### src/rtl/cpu_pkg.sv
// Shared opcode, ALU-operation and FSM-state definitions for the fetch/decode
// controller and its instruction decoder.
package cpu_pkg;

  typedef enum logic [3:0] {
    OP_NOP  = 4'h0,
    OP_ADD  = 4'h1,
    OP_AND  = 4'h2,
    OP_OR   = 4'h3,
    OP_ADDI = 4'h4,
    OP_ANDI = 4'h5,
    OP_ORI  = 4'h6,
    OP_BEQZ = 4'h8,
    OP_JMP  = 4'h9,
    OP_HALT = 4'hF
  } opcode_e;

  localparam logic [1:0] ALU_ADD = 2'b10;
  localparam logic [1:0] ALU_AND = 2'b00;
  localparam logic [1:0] ALU_OR  = 2'b01;

  typedef enum logic [2:0] {
    S_IDLE,
    S_FETCH,
    S_DECODE,
    S_EXECUTE,
    S_WRITEBACK,
    S_HALT
  } state_e;

  // Everything the controller needs to know about the instruction register.
  typedef struct packed {
    logic [3:0] rs1;
    logic [3:0] rs2;
    logic [3:0] rd;
    logic [7:0] imm;
    logic       alu_src;
    logic [1:0] alu_ctrl;
    logic       reg_write;
    logic       is_beqz;
    logic       is_jmp;
    logic       is_halt;
    logic       illegal;
  } dec_t;

  // Opcodes that write the register file also refresh the zero flag.
  function automatic logic is_reg_write(input logic [3:0] op);
    return op inside {OP_ADD, OP_AND, OP_OR, OP_ADDI, OP_ANDI, OP_ORI};
  endfunction

endpackage

### src/rtl/instr_decoder.sv
// Purely combinational field extraction and opcode-to-control mapping for
// the 16-bit instruction format.
module instr_decoder
  import cpu_pkg::*;
#(
  parameter int IW = 16
) (
  input  logic [IW-1:0] ir_i,
  output dec_t          dec_o
);

  logic [3:0] op;

  assign op = ir_i[15:12];

  always_comb begin
    // NOTE: every field gets a default before the case so no path leaves a
    // bit unassigned; otherwise synthesis infers a latch.
    dec_o           = '0;
    dec_o.rd        = ir_i[11:8];
    dec_o.rs1       = ir_i[7:4];
    dec_o.rs2       = ir_i[3:0];
    dec_o.imm       = ir_i[7:0];
    dec_o.reg_write = is_reg_write(op);
    dec_o.alu_src   = op inside {OP_ADDI, OP_ANDI, OP_ORI};

    case (op)
      OP_NOP:           ;
      OP_ADD,  OP_ADDI: dec_o.alu_ctrl = ALU_ADD;
      OP_AND,  OP_ANDI: dec_o.alu_ctrl = ALU_AND;
      OP_OR,   OP_ORI:  dec_o.alu_ctrl = ALU_OR;
      OP_BEQZ:          dec_o.is_beqz  = 1'b1;
      OP_JMP:           dec_o.is_jmp   = 1'b1;
      OP_HALT:          dec_o.is_halt  = 1'b1;
      default:          dec_o.illegal  = 1'b1;
    endcase
  end

endmodule

### src/rtl/fetch_decode_ctrl.sv
// Multi-cycle fetch/decode controller: four cycles per instruction
// (FETCH, DECODE, EXECUTE, WRITEBACK) driving a register-file/ALU stage.
module fetch_decode_ctrl
  import cpu_pkg::*;
#(
  parameter int PC_W = 8,
  parameter int IW   = 16
) (
  input  logic            CLK,
  input  logic            RST,
  input  logic            run,
  output logic [PC_W-1:0] instr_addr,
  input  logic [IW-1:0]   instr_data,
  input  logic            Zero,
  output logic [3:0]      RA1,
  output logic [3:0]      RA2,
  output logic [3:0]      WA,
  output logic [7:0]      immediate,
  output logic            write_enable,
  output logic            ALUsrc,
  output logic [1:0]      ALUControl,
  output logic            halted,
  output logic            illegal_op
);

  state_e          state_q, state_d;
  logic [PC_W-1:0] pc_q,    pc_d;
  logic [IW-1:0]   ir_q,    ir_d;
  logic            z_q,     z_d;
  dec_t            dec;
  logic            exec_win;
  logic            branch_taken;

  instr_decoder #(.IW(IW)) u_dec (
    .ir_i  (ir_q),
    .dec_o (dec)
  );

  assign branch_taken = (dec.is_beqz && z_q) || dec.is_jmp;

  always_comb begin
    state_d = state_q;
    pc_d    = pc_q;
    ir_d    = ir_q;
    z_d     = z_q;
    case (state_q)
      S_IDLE: begin
        if (run) begin
          state_d = S_FETCH;
          pc_d    = '0;
        end
      end
      S_FETCH:  state_d = S_DECODE;
      S_DECODE: begin
        // The ROM word addressed in FETCH is valid by the end of DECODE.
        state_d = S_EXECUTE;
        ir_d    = instr_data;
      end
      S_EXECUTE: begin
        state_d = dec.is_halt ? S_HALT : S_WRITEBACK;
        if (dec.reg_write) z_d = Zero;
      end
      S_WRITEBACK: begin
        state_d = S_FETCH;
        pc_d    = branch_taken ? PC_W'(dec.imm) : pc_q + PC_W'(1);
      end
      S_HALT:  state_d = S_HALT;
      default: state_d = S_IDLE;
    endcase
  end

  always_ff @(posedge CLK) begin
    // NOTE: state registers use non-blocking assignment so every flop
    // samples the pre-edge value of its neighbours.
    if (RST) begin
      state_q <= S_IDLE;
      pc_q    <= '0;
      ir_q    <= '0;
      z_q     <= 1'b0;
    end else begin
      state_q <= state_d;
      pc_q    <= pc_d;
      ir_q    <= ir_d;
      z_q     <= z_d;
    end
  end

  // Operand fields are decoded only from registered state, so they stay
  // constant across the whole EXECUTE/WRITEBACK window.
  assign exec_win = (state_q == S_EXECUTE) || (state_q == S_WRITEBACK);

  always_comb begin
    RA1        = '0;
    RA2        = '0;
    WA         = '0;
    immediate  = '0;
    ALUsrc     = 1'b0;
    ALUControl = ALU_AND;
    if (exec_win) begin
      RA1        = dec.rs1;
      RA2        = dec.rs2;
      WA         = dec.rd;
      immediate  = dec.imm;
      ALUsrc     = dec.alu_src;
      ALUControl = dec.alu_ctrl;
    end
  end

  // The register file writes on the same edge that samples RST, so the
  // strobe must be masked combinationally to abort an in-flight write.
  assign write_enable = (state_q == S_WRITEBACK) && dec.reg_write && !RST;
  assign illegal_op   = (state_q == S_EXECUTE) && dec.illegal;
  assign halted       = (state_q == S_HALT);
  assign instr_addr   = pc_q;

endmodule

### config.mk
export PLATFORM = sky130hd
export DESIGN_NAME = fetch_decode_ctrl
export DESIGN_NICKNAME = d
export VERILOG_FILES = /design/src/rtl/cpu_pkg.sv /design/src/rtl/instr_decoder.sv /design/src/rtl/fetch_decode_ctrl.sv
export SDC_FILE = /design/constraint.sdc
export NUM_CORES = 1
export LEC_CHECK = 0
export ABC_AREA = 0
export CORE_MARGIN = 5
export CORE_UTILIZATION = 50
export DETAILED_ROUTE_END_ITERATION = 10
export PLACE_DENSITY = 0.85
export SLEW_MARGIN = 20
export SYNTH_ARGS = -nofsm -noshare
export SYNTH_HDL_FRONTEND = slang
export SYNTH_HIERARCHICAL = 1
export SYNTH_SLANG_ARGS = --single-unit
### constraint.sdc
create_clock -name CLK -period 2.4 [get_ports CLK]
set_input_delay 0.24 -clock CLK [delete_from_list [all_inputs] [get_ports CLK]]
set_output_delay 0.24 -clock CLK [all_outputs]
set_load 0.02 [all_outputs]
==> reports/qor.yml, run 1 <==
grt_max_degree: 28
reg2reg_slack_ns: 0.58
ys_seq_area_share_pct: 32.51
final_hold_viol_count: 0
power.share.sequential_pct: 56.8
start_util_pct: 51.67
cp.required_ns: 2.16
holdWs_ns: 0.4444
die_area_sq_um: 4722
fin_util_pct: 63.89
route.detailed.drc: 0
crit_fanout: 12
period_needed_ns: 2.283
power_switching_uw: 303.1
ios: 54
clk_latency_ns: 0.33
slew_headroom_pct: 52.87
fin_nets: 270
fin_crit_sh_pct: 95.14
grt_pass1_wl_mm: 6.520
worstHoldPathType: "primary input to flop"
mostFrequentLayoutCell: "nand2_1"
core-area_sq_um: 3337
rsz0062_at_grt: "false"
dp.cells: 287
dp_slack_ns: 0.3236
power_frac_comb_pct: 23.1
cts_made_buffers: 3
num_vias: 1568
yosys.cell_types.count: 45
clock_power_share_pct: 20.1
cts_buffer_depth: 2
crit_type: "flop to primary output"
wl_per_cell_um: 14.35
die_w_um: 68.72
die_h_um: 68.72
antenna_found_initial: 0
rr_endpoint: "instr_addr[7]$_SDFFE_PP0P_"
port_buffers: 53
ys_ff_latch: 28
synthToLayoutAreaGrowth_pct: 23.66
cts_tree: "done"
drive_gt1_share_pct: 9.717
startpoint: "state_q[2]$_SDFFE_PP0P_"
crit_path_end_kind: "primary output"
ys_async_sr_fraction_pct: 0
p_total_uw: 960.2
worstMarginPinSlew_ns: 0.7061
grtUsageTotal_pct: 18.05
grt_overflow: 0
crit_path_end: "immediate[3]"
worstPathArrival_ns: 2.04
htree_levels: 1
first_pass_iters: 4
irDropWorstVdd_uv: 406.4
drtAntennaViolNets: 0
clockRootBuffer: "clkbuf_4"
rows: 21
syn_nets: 238
dp_hpwl_mm: 2.977
fin_setup_tns_ns: 0
timing.fmax_mhz: 437.9
setup_viol_count_final: 0
maxCapViolations: 0
path_clk_slew_ns: 0.15
final_cells: 293
synth_ff_type: "dfxtp_1"
cp-start-kind: "flop"
globalplace.congestion: 0.8522
sw_frac_of_total_pct: 31.57
final_area_sq_um: 2132
netlist_instances: 217
postPlaceCellArea_sq_um: 2106
routed_via_density: 5.352
leakage_nw: 0.8835
antenna_cells: 0
synth.avg_cell_area_sq_um: 7.945
fillCellCount: 320
first_iter_violations: 110
drv_slew: 0
yosysWarnings: 6
p_int_uw: 657.0
cts_sinks: 28
routed_wl_mm: 4.205
grt_pass1_vias: 1397
synth_area_sq_um: 1724
clock_skew_ns: 0.01072
finalWorstSetupSlack_ns: 0.1166
rr_startpoint: "ir_q[14]$_SDFFE_PP0N_"
reg2reg_depth: 5
p_per_area_nw_per_um2: 450.4
most-common-layout-cells: "nand2_1 (40), clkdlybuf4s50_1 (32), dfxtp_1 (27)"
status: "complete, no violations"
synth_edf_count: 0
what timing repair did:
action,4_1_cts,5_1_grt
pin swaps,0,0
gates resized for setup,21,2
gates cloned,1,0
hold buffers,0,0
setup endpoints to repair,23,4
setup buffers,0,2
per-layer routing:
metal / up-vias / routed length, um / GRT usage [%]
met2: 54 / 1984 / 29.56
li1: 781 / - / -
met5: - / 0 / 0
met4: 0 / 21 / 2.920
met1: 731 / 1870 / 24.11
met3: 2 / 330 / 4.862
final cells by class:
class	count	area, sq um	area share (%)
clock buffers	3	22.52	1.056
inverters	6	22.52	1.056
well taps	46	57.56	2.700
multi-input cells	152	925.9	43.43
repair buffers	58	541.8	25.41
flip-flops and latches	28	561.8	26.35
logic make-up after synthesis:
group	Yosys count	share of synthesized area [%]
AND/OR/NAND/NOR	101	32.73
XOR/XNOR	3	1.524
AO/OA/AOI/OAI	44	16.69
adder cells (fa/ha/maj)	1	0.7256
buffers and inverters	38	14.59
multiplexers	2	1.234
flip-flops	28	32.51
flip-flops by register name (all words and copies together), names as in the netlist:
signal      flops
instr_addr      8
state_q         3
z_q             1
ir_q           16
cell usage after synthesis (2+ instances only):
master	number	area share [%]
nor2_1	6	1.3
a21oi_1	25	7.3
buf_6	3	2.0
nand2b_1	2	0.73
nand2_1	40	8.7
dfxtp_1	28	33
xnor2_1	3	1.5
clkbuf_1	3	0.65
buf_4	22	9.6
nor3b_1	2	0.87
a211oi_1	2	0.87
a32oi_1	2	1.0
and3_1	3	1.1
and2_1	26	9.4
o32ai_1	4	2.0
o31a_1	3	1.5
nor3_1	4	1.2
nand3_1	4	1.2
inv_1	6	1.3
nor2b_4	2	1.6
buf_2	3	0.87
power by group through the flow:
stage	clock network, mW	logic, mW	registers, mW
final	0.193	0.222	0.545
after global routing	0.217	0.246	0.550
after CTS	0.199	0.220	0.543
after detailed placement	0	0.218	0.552
after global placement	0	0.213	0.550
after floorplan	0	0.210	0.534
critical path, stage by stage, from the launching register on:
cell and delay [ns]:
dfxtp_1 0.43, nor2b_4 0.21, nor2b_4 0.19, a21o_4 0.16, and2_1 0.13, clkdlybuf4s50_1 0.59
how the worst min path moves through the flow:
stage                     cells after the start                    end                  start  slack (ns)
after floorplan                               2  ir_q[14]$_SDFFE_PP0N_         instr_data[14]        0.38
after global placement                        2  ir_q[10]$_SDFFE_PP0N_  ir_q[10]$_SDFFE_PP0N_        0.45
after detailed placement                      2  ir_q[10]$_SDFFE_PP0N_  ir_q[10]$_SDFFE_PP0N_        0.45
after CTS                                     3   ir_q[2]$_SDFFE_PP0N_          instr_data[2]        0.43
after global routing                          3  ir_q[13]$_SDFFE_PP0N_         instr_data[13]        0.44
final                                         3   ir_q[2]$_SDFFE_PP0N_          instr_data[2]        0.44
Power figures use the tool's default switching activity.
==> run 2, diff against run 1 <==
--- a/config.mk
+++ b/config.mk
@@ -6,6 +6,7 @@
 export NUM_CORES = 1
 export LEC_CHECK = 0
 export ABC_AREA = 0
+export CAP_MARGIN = 5
 export CORE_MARGIN = 5
 export CORE_UTILIZATION = 50
 export DETAILED_ROUTE_END_ITERATION = 10
==> constraint.sdc (replaced) <==
create_clock -name CLK -period 2.4 [get_ports CLK]
set_input_delay 0.24 -clock CLK [delete_from_list [all_inputs] [get_ports CLK]]
set_output_delay 0.24 -clock CLK [all_outputs]
set_load 0.05 [all_outputs]
==> run 2 against run 1 <==
Sequential power about the same. Worst setup slack improved by 0.085 ns. Total power increased by 12%. Clock skew decreased by 0.0086 ns. Largest cell class unchanged. Largest power group unchanged. Clock power increased by 60%. Final area decreased by 2.0%. Final cell count decreased by 1.0%. Core utilization decreased by 1.3 points. Wire length decreased by 10%. Sequential share of layout area increased by 0.48 points. Critical endpoint is now illegal_op. Critical path depth decreased by 1. Combinational power about the same.
==> reports/qor.yml, run 2 (synthesis results as in run 1) <==
status: "complete, no violations"
fin_setup_tns_ns: 0  # unchanged
die_area_sq_um: 4722  # unchanged
clk_latency_ns: 0.33  # about the same
rr_endpoint: "instr_addr[1]$_SDFFE_PP0P_"
grt_pass1_vias: 1344  # -3.8%
num_vias: 1482  # -5.5%
cts_sinks: 28  # unchanged
cts_tree: "done"
drive_gt1_share_pct: 17.62  # +7.9 points
grt_max_degree: 28  # unchanged
die_w_um: 68.72  # unchanged
crit_path_end_kind: "primary output"
ios: 54  # unchanged
irDropWorstVdd_uv: 390.9  # -3.8%
postPlaceCellArea_sq_um: 2038  # -3.2%
max_stage_delay_ns: 0.52  # -0.07 ns
crit_type: "flop to primary output"
worstMarginPinSlew_ns: 0.6832  # -0.02297 ns
cp_cell_sequence: "and4b_1, a311o_1, and3_1, dlygate4sd2_1"
fillCellCount: 313  # -2.2%
cts_setup_buffers: 0  # unchanged
p_per_area_nw_per_um2: 512.6  # +14%
die_h_um: 68.72  # unchanged
routed_wl_mm: 3.785  # -10%
antenna_found_initial: 0  # unchanged
period_needed_ns: 2.199  # -0.08486 ns
cts_buffer_depth: 2  # unchanged
leakage_nw: 0.8238  # -6.8%
dp.cells: 286  # -0.35%
slew_headroom_pct: 54.41  # +1.5 points
first_pass_iters: 5  # +1
wl_met3_um: 295  # -11%
reg2reg_depth: 5  # unchanged
core-area_sq_um: 3337  # unchanged
holdBufCountCts: 0  # unchanged
drv_slew: 0  # unchanged
crit_fanout: 11  # -1
dp_hpwl_mm: 2.697  # -9.4%
grt_pass1_wl_mm: 5.954  # -8.7%
rr_startpoint: "ir_q[15]$_SDFFE_PP0N_"
clockRootBuffer: "clkbuf_4"
crit_buf_inv: 1  # unchanged
route.detailed.drc: 0  # unchanged
routed_via_density: 5.110  # -4.5%
hold_depth: 3  # unchanged
wl_per_cell_um: 13.05  # -9.1%
mostFrequentLayoutCell: "nand2_1"
htree_levels: 1  # unchanged
met1_length_mm: 1.754  # -6.2%
reg2reg_slack_ns: 0.44  # -0.14 ns
rsz0062_at_grt: "false"
synthToLayoutAreaGrowth_pct: 21.19
final_hold_viol_count: 0  # unchanged
crit_family: "flip-flops"
regMostFlops: "ir_q"
path_clk_slew_ns: 0.15  # about the same
setup_viol_count_final: 0  # unchanged
crit_slowest_cell: "dfxtp_1"
worstHoldPathType: "primary input to flop"
start_util_pct: 51.67  # unchanged
maxCapViolations: 0  # unchanged
rows: 21  # unchanged
hold_start: "instr_data[8]"
fin_nets: 266  # -1.5%
fin_crit_sh_pct: 91.61  # -3.5 points
grt_overflow: 0  # unchanged
grtUsageTotal_pct: 16.35  # -1.7 points
first_iter_violations: 123  # +12%
worstPathArrival_ns: 1.96  # -0.08 ns
most-common-layout-cells: "nand2_1 (40), clkdlybuf4s50_1 (28), dfxtp_1 (28)"
final_area_sq_um: 2090  # -2.0%
cp-start-kind: "flop"
antenna_cells: 0  # unchanged
drtAntennaViolNets: 0  # unchanged
dr.max_layer_used: "met4"
dr_wl_met2_mm: 1.717  # -13%
largest_reg_flops: 16  # unchanged
globalplace.congestion: 0.8631  # +1.3%
port_buffers: 53  # unchanged
final_cells: 290  # -1.0%
clock_skew_ns: 0.002130  # -0.008595 ns
cp.required_ns: 2.16  # about the same
hold_end: "ir_q[8]$_SDFFE_PP0N_"
timing.fmax_mhz: 454.8  # +3.9%
cts_made_buffers: 3  # unchanged
## run 2: worst max-delay path by stage
stage	from	to	depth (start not counted)
floorplan	state_q[2]$_SDFFE_PP0P_	ALUControl[0]	5
global placement	ir_q[15]$_SDFFE_PP0N_	illegal_op	4
detailed placement	ir_q[15]$_SDFFE_PP0N_	illegal_op	4
CTS	ir_q[15]$_SDFFE_PP0N_	illegal_op	4
global route	ir_q[15]$_SDFFE_PP0N_	illegal_op	4
finish	ir_q[15]$_SDFFE_PP0N_	illegal_op	4
## run 2: area by class of cell
type | count | area, sq um | area share [%]
clock buffers | 3 | 22.52 | 1.078
clock inverters | 1 | 30.03 | 1.437
inverters | 6 | 22.52 | 1.078
multi-input cells | 151 | 912.1 | 43.65
flip-flops and latches | 28 | 560.5 | 26.83
well taps | 46 | 57.56 | 2.754
repair buffers | 55 | 484.2 | 23.17
## run 2: stage by stage
stage               worst slack, ns  total power [mW]  hold WS, ns  utilization (%)
floorplan                    0.7642            0.7531       0.3760                -
global placement             0.3359            0.7673       0.4380            61.08
detailed placement           0.3145            0.7729       0.4464            61.08
CTS                          0.1932             1.080       0.4259            62.62
global route                0.06585             1.135       0.4199            62.62
finish                       0.2015             1.071       0.4393            62.62
## run 2: report_power, final
part	switching [mW]	total [mW]	internal, mW
Clock	0.140	0.309	0.169
Combinational	0.124	0.220	0.0965
Sequential	0.0440	0.542	0.498
## run 2: what timing repair did
action	in CTS	in global routing
resized for setup	1	0
setup endpoints to repair	1	0
hold endpoints to repair	0	0
## run 2: tightest hold or removal path, cell delays in order
cell	delay [ns]
clkdlybuf4s50_1	0.40
nand2_1	0.05
a21oi_1	0.05
## run 2: per-layer routing
metal / up-vias / GRT usage [%]
met3: 2 / 4.214
li1: 766 / -
met2: 58 / 26.70
met4: 0 / 3.406
met1: 656 / 21.72
met5: - / 0
==> run 3, diff against run 2 <==
--- a/config.mk
+++ b/config.mk
@@ -7,10 +7,9 @@
 export LEC_CHECK = 0
 export ABC_AREA = 0
 export CAP_MARGIN = 5
-export CORE_MARGIN = 5
-export CORE_UTILIZATION = 50
+export CORE_UTILIZATION = 46
 export DETAILED_ROUTE_END_ITERATION = 10
-export PLACE_DENSITY = 0.85
+export PLACE_DENSITY = 0.79
 export SLEW_MARGIN = 20
 export SYNTH_ARGS = -nofsm -noshare
 export SYNTH_HDL_FRONTEND = slang
==> constraint.sdc (replaced) <==
create_clock -name CLK -period 2.3 [get_ports CLK]
set_input_delay 0.23 -clock CLK [delete_from_list [all_inputs] [get_ports CLK]]
set_output_delay 0.23 -clock CLK [all_outputs]
set_load 0.05 [all_outputs]
==> run 3 against run 2 <==
Non-clock buffer count decreased by 1. Worst hold slack better by 0.017 ns. Worst setup slack got worse by 0.11 ns. Global-route usage is 3.1 points higher. Final cell count decreased by 0.34%. Core utilization decreased by 1.7 points. Final area is 1.1% higher. Total power grew 11%. Count of clock-buffer cells in the layout unchanged. Die area shrank 15%. First-iteration DRC count is 9.8% higher.
==> reports/qor.yml, run 3 (synthesis results as in run 1) <==
status: "complete, no violations"
startpoint: "state_q[0]$_SDFFE_PP0P_"
die_w_um: 63.22  # -8.0%
first_iter_violations: 135  # +9.8%
rows: 21  # unchanged
antenna_cells: 0  # unchanged
regMostFlops: "ir_q"
route.detailed.drc: 0  # unchanged
hold_start: "ir_q[8]$_SDFFE_PP0N_"
grt_max_degree: 28  # unchanged
most-common-layout-cells: "nand2_1 (40), clkdlybuf4s50_1 (28), dfxtp_1 (28)"
crit_type: "flop to primary output"
clockRootBuffer: "clkbuf_8"
routed_wl_mm: 3.705  # -2.1%
port_buffers: 53  # unchanged
start_util_pct: 49.71  # -2.0 points
setup_viol_count_final: 0  # unchanged
cts_buffer_depth: 2  # unchanged
grt_pass1_wl_mm: 6.230  # +4.6%
worstHoldPathType: "flop to flop"
crit_family: "buffers and inverters"
dp.cells: 285  # -0.35%
globalplace.congestion: 0.8456  # -2.0%
slew_headroom_pct: 55.97  # +1.6 points
rr_startpoint: "ir_q[15]$_SDFFE_PP0N_"
final_hold_viol_count: 0  # unchanged
cp_cell_sequence: "and2_2, clkdlybuf4s50_1"
holdBufCountCts: 0  # unchanged
irDropWorstVdd_uv: 305.2  # -22%
fin_crit_sh_pct: 95.96
fin_nets: 265  # -0.38%
largest_reg_flops: 16  # unchanged
period_needed_ns: 2.207
maxCapViolations: 0  # unchanged
grtUsageTotal_pct: 19.47  # +3.1 points
crit_slowest_cell: "clkdlybuf4s50_1"
wl_per_cell_um: 12.82  # -1.8%
die_h_um: 63.22  # -8.0%
fillCellCount: 322  # +2.9%
worst-path-stages: 2  # -2
max_stage_delay_ns: 0.79  # +0.27 ns
grt_overflow: 0  # unchanged
path_clk_slew_ns: 0.10  # -0.05 ns
drtAntennaViolNets: 0  # unchanged
die_area_sq_um: 3997  # -15%
holdWs_ns: 0.4563  # +0.01699 ns
worstMarginPinSlew_ns: 0.6597  # -0.02349 ns
hold_depth: 2  # -1
drv_slew: 0  # unchanged
rsz0062_at_grt: "false"
core-area_sq_um: 3468  # +3.9%
cts_tree: "done"
crit_path_end_kind: "primary output"
multiInputGateArea_sq_um: 912.1  # unchanged
cp-start-kind: "flop"
mostFrequentLayoutCell: "nand2_1"
synthToLayoutAreaGrowth_pct: 22.57
worstPathArrival_ns: 1.98  # +0.02 ns
grt_pass1_vias: 1373  # +2.2%
clock_skew_ns: 0.002894  # +0.0007645 ns
drive_gt1_share_pct: 17.28  # -0.34 points
final_cells: 289  # -0.34%
p_per_area_nw_per_um2: 561.1  # +9.5%
htree_levels: 1  # unchanged
cts_made_buffers: 3  # unchanged
clk_latency_ns: 0.28  # -0.05 ns
crit_buf_inv: 1  # unchanged
crit_fanout: 12  # +1
reg2reg_depth: 5  # unchanged
p_total_mw: 1.186  # +11%
leakage_nw: 0.8290  # +0.64%
fin_setup_tns_ns: 0  # unchanged
timing.fmax_mhz: 453.1
cp.required_ns: 2.07  # -0.09 ns
reg2reg_slack_ns: 0.33  # -0.11 ns
num_vias: 1498  # +1.1%
antenna_found_initial: 0  # unchanged
first_pass_iters: 4  # -1
routed_via_density: 5.183  # +1.4%
dp_hpwl_mm: 2.556  # -5.2%
seqCellArea_sq_um: 560.5  # unchanged
cts_sinks: 28  # unchanged
ios: 54  # unchanged
[run 3: cell types whose count changed in the layout (fill, tap and decap cells not counted)]
cell	before	now
clkbuf_4	3	0
buf_4	26	24
clkbuf_8	0	3
buf_12	0	1
[run 3: final timing paths]
kind                                end
min reg2reg        ir_q[8]$_SDFFE_PP0N_
max reg2reg  instr_addr[1]$_SDFFE_PP0P_
max                              halted
min                ir_q[8]$_SDFFE_PP0N_
[run 3: area by class of cell]
class                   count  share of cell area (%)
repair buffers             54                   23.15
clock inverters             1                   1.421
clock buffers               3                   1.954
inverters                   6                   1.066
multi-input cells         151                   43.16
well taps                  46                   2.724
flip-flops and latches     28                   26.52
[run 3: metrics by stage]
| step | worst slack (ns) | util (%) | area (sq um) |
|---|---|---|---|
| after floorplan | 0.6742 | - | 1724 |
| after global placement | 0.2409 | 58.91 | 2043 |
| after detailed placement | 0.2076 | 58.91 | 2043 |
| after CTS | 0.08583 | 60.93 | 2113 |
| after global routing | 0.04776 | 60.93 | 2113 |
| final | 0.09287 | 60.93 | 2113 |
[run 3: tightest hold or removal path, stage by stage, from the launching register on]
cell and delay, ns:
dfxtp_1 0.32, nand2_1 0.05, a21oi_1 0.05
[run 3: routing by layer]
metal  vias up  global-route usage [%]  part of all wire [%]
met4         0                   7.102                   1.4
met2        59                   32.26                    45
met5         -                       0                     0
li1        763                       -                     -
met1       671                   24.78                    47
met3         5                   3.986                   6.7
[run 3: timing repair]
action	in CTS	in global routing
setup buffers	0	0
endpoints found under the setup margin	1	0
resized for setup	1	0
[run 3: where the power goes]
| group | internal (mW) | total (mW) | switching, mW | leakage, nW |
|---|---|---|---|---|
| combinational | 0.0975 | 0.220 | 0.123 | 0.566 |
| clock | 0.233 | 0.393 | 0.160 | 0.0357 |
| sequential | 0.519 | 0.572 | 0.0533 | 0.227 |
| total | 0.850 | 1.19 | 0.336 | 0.829 |
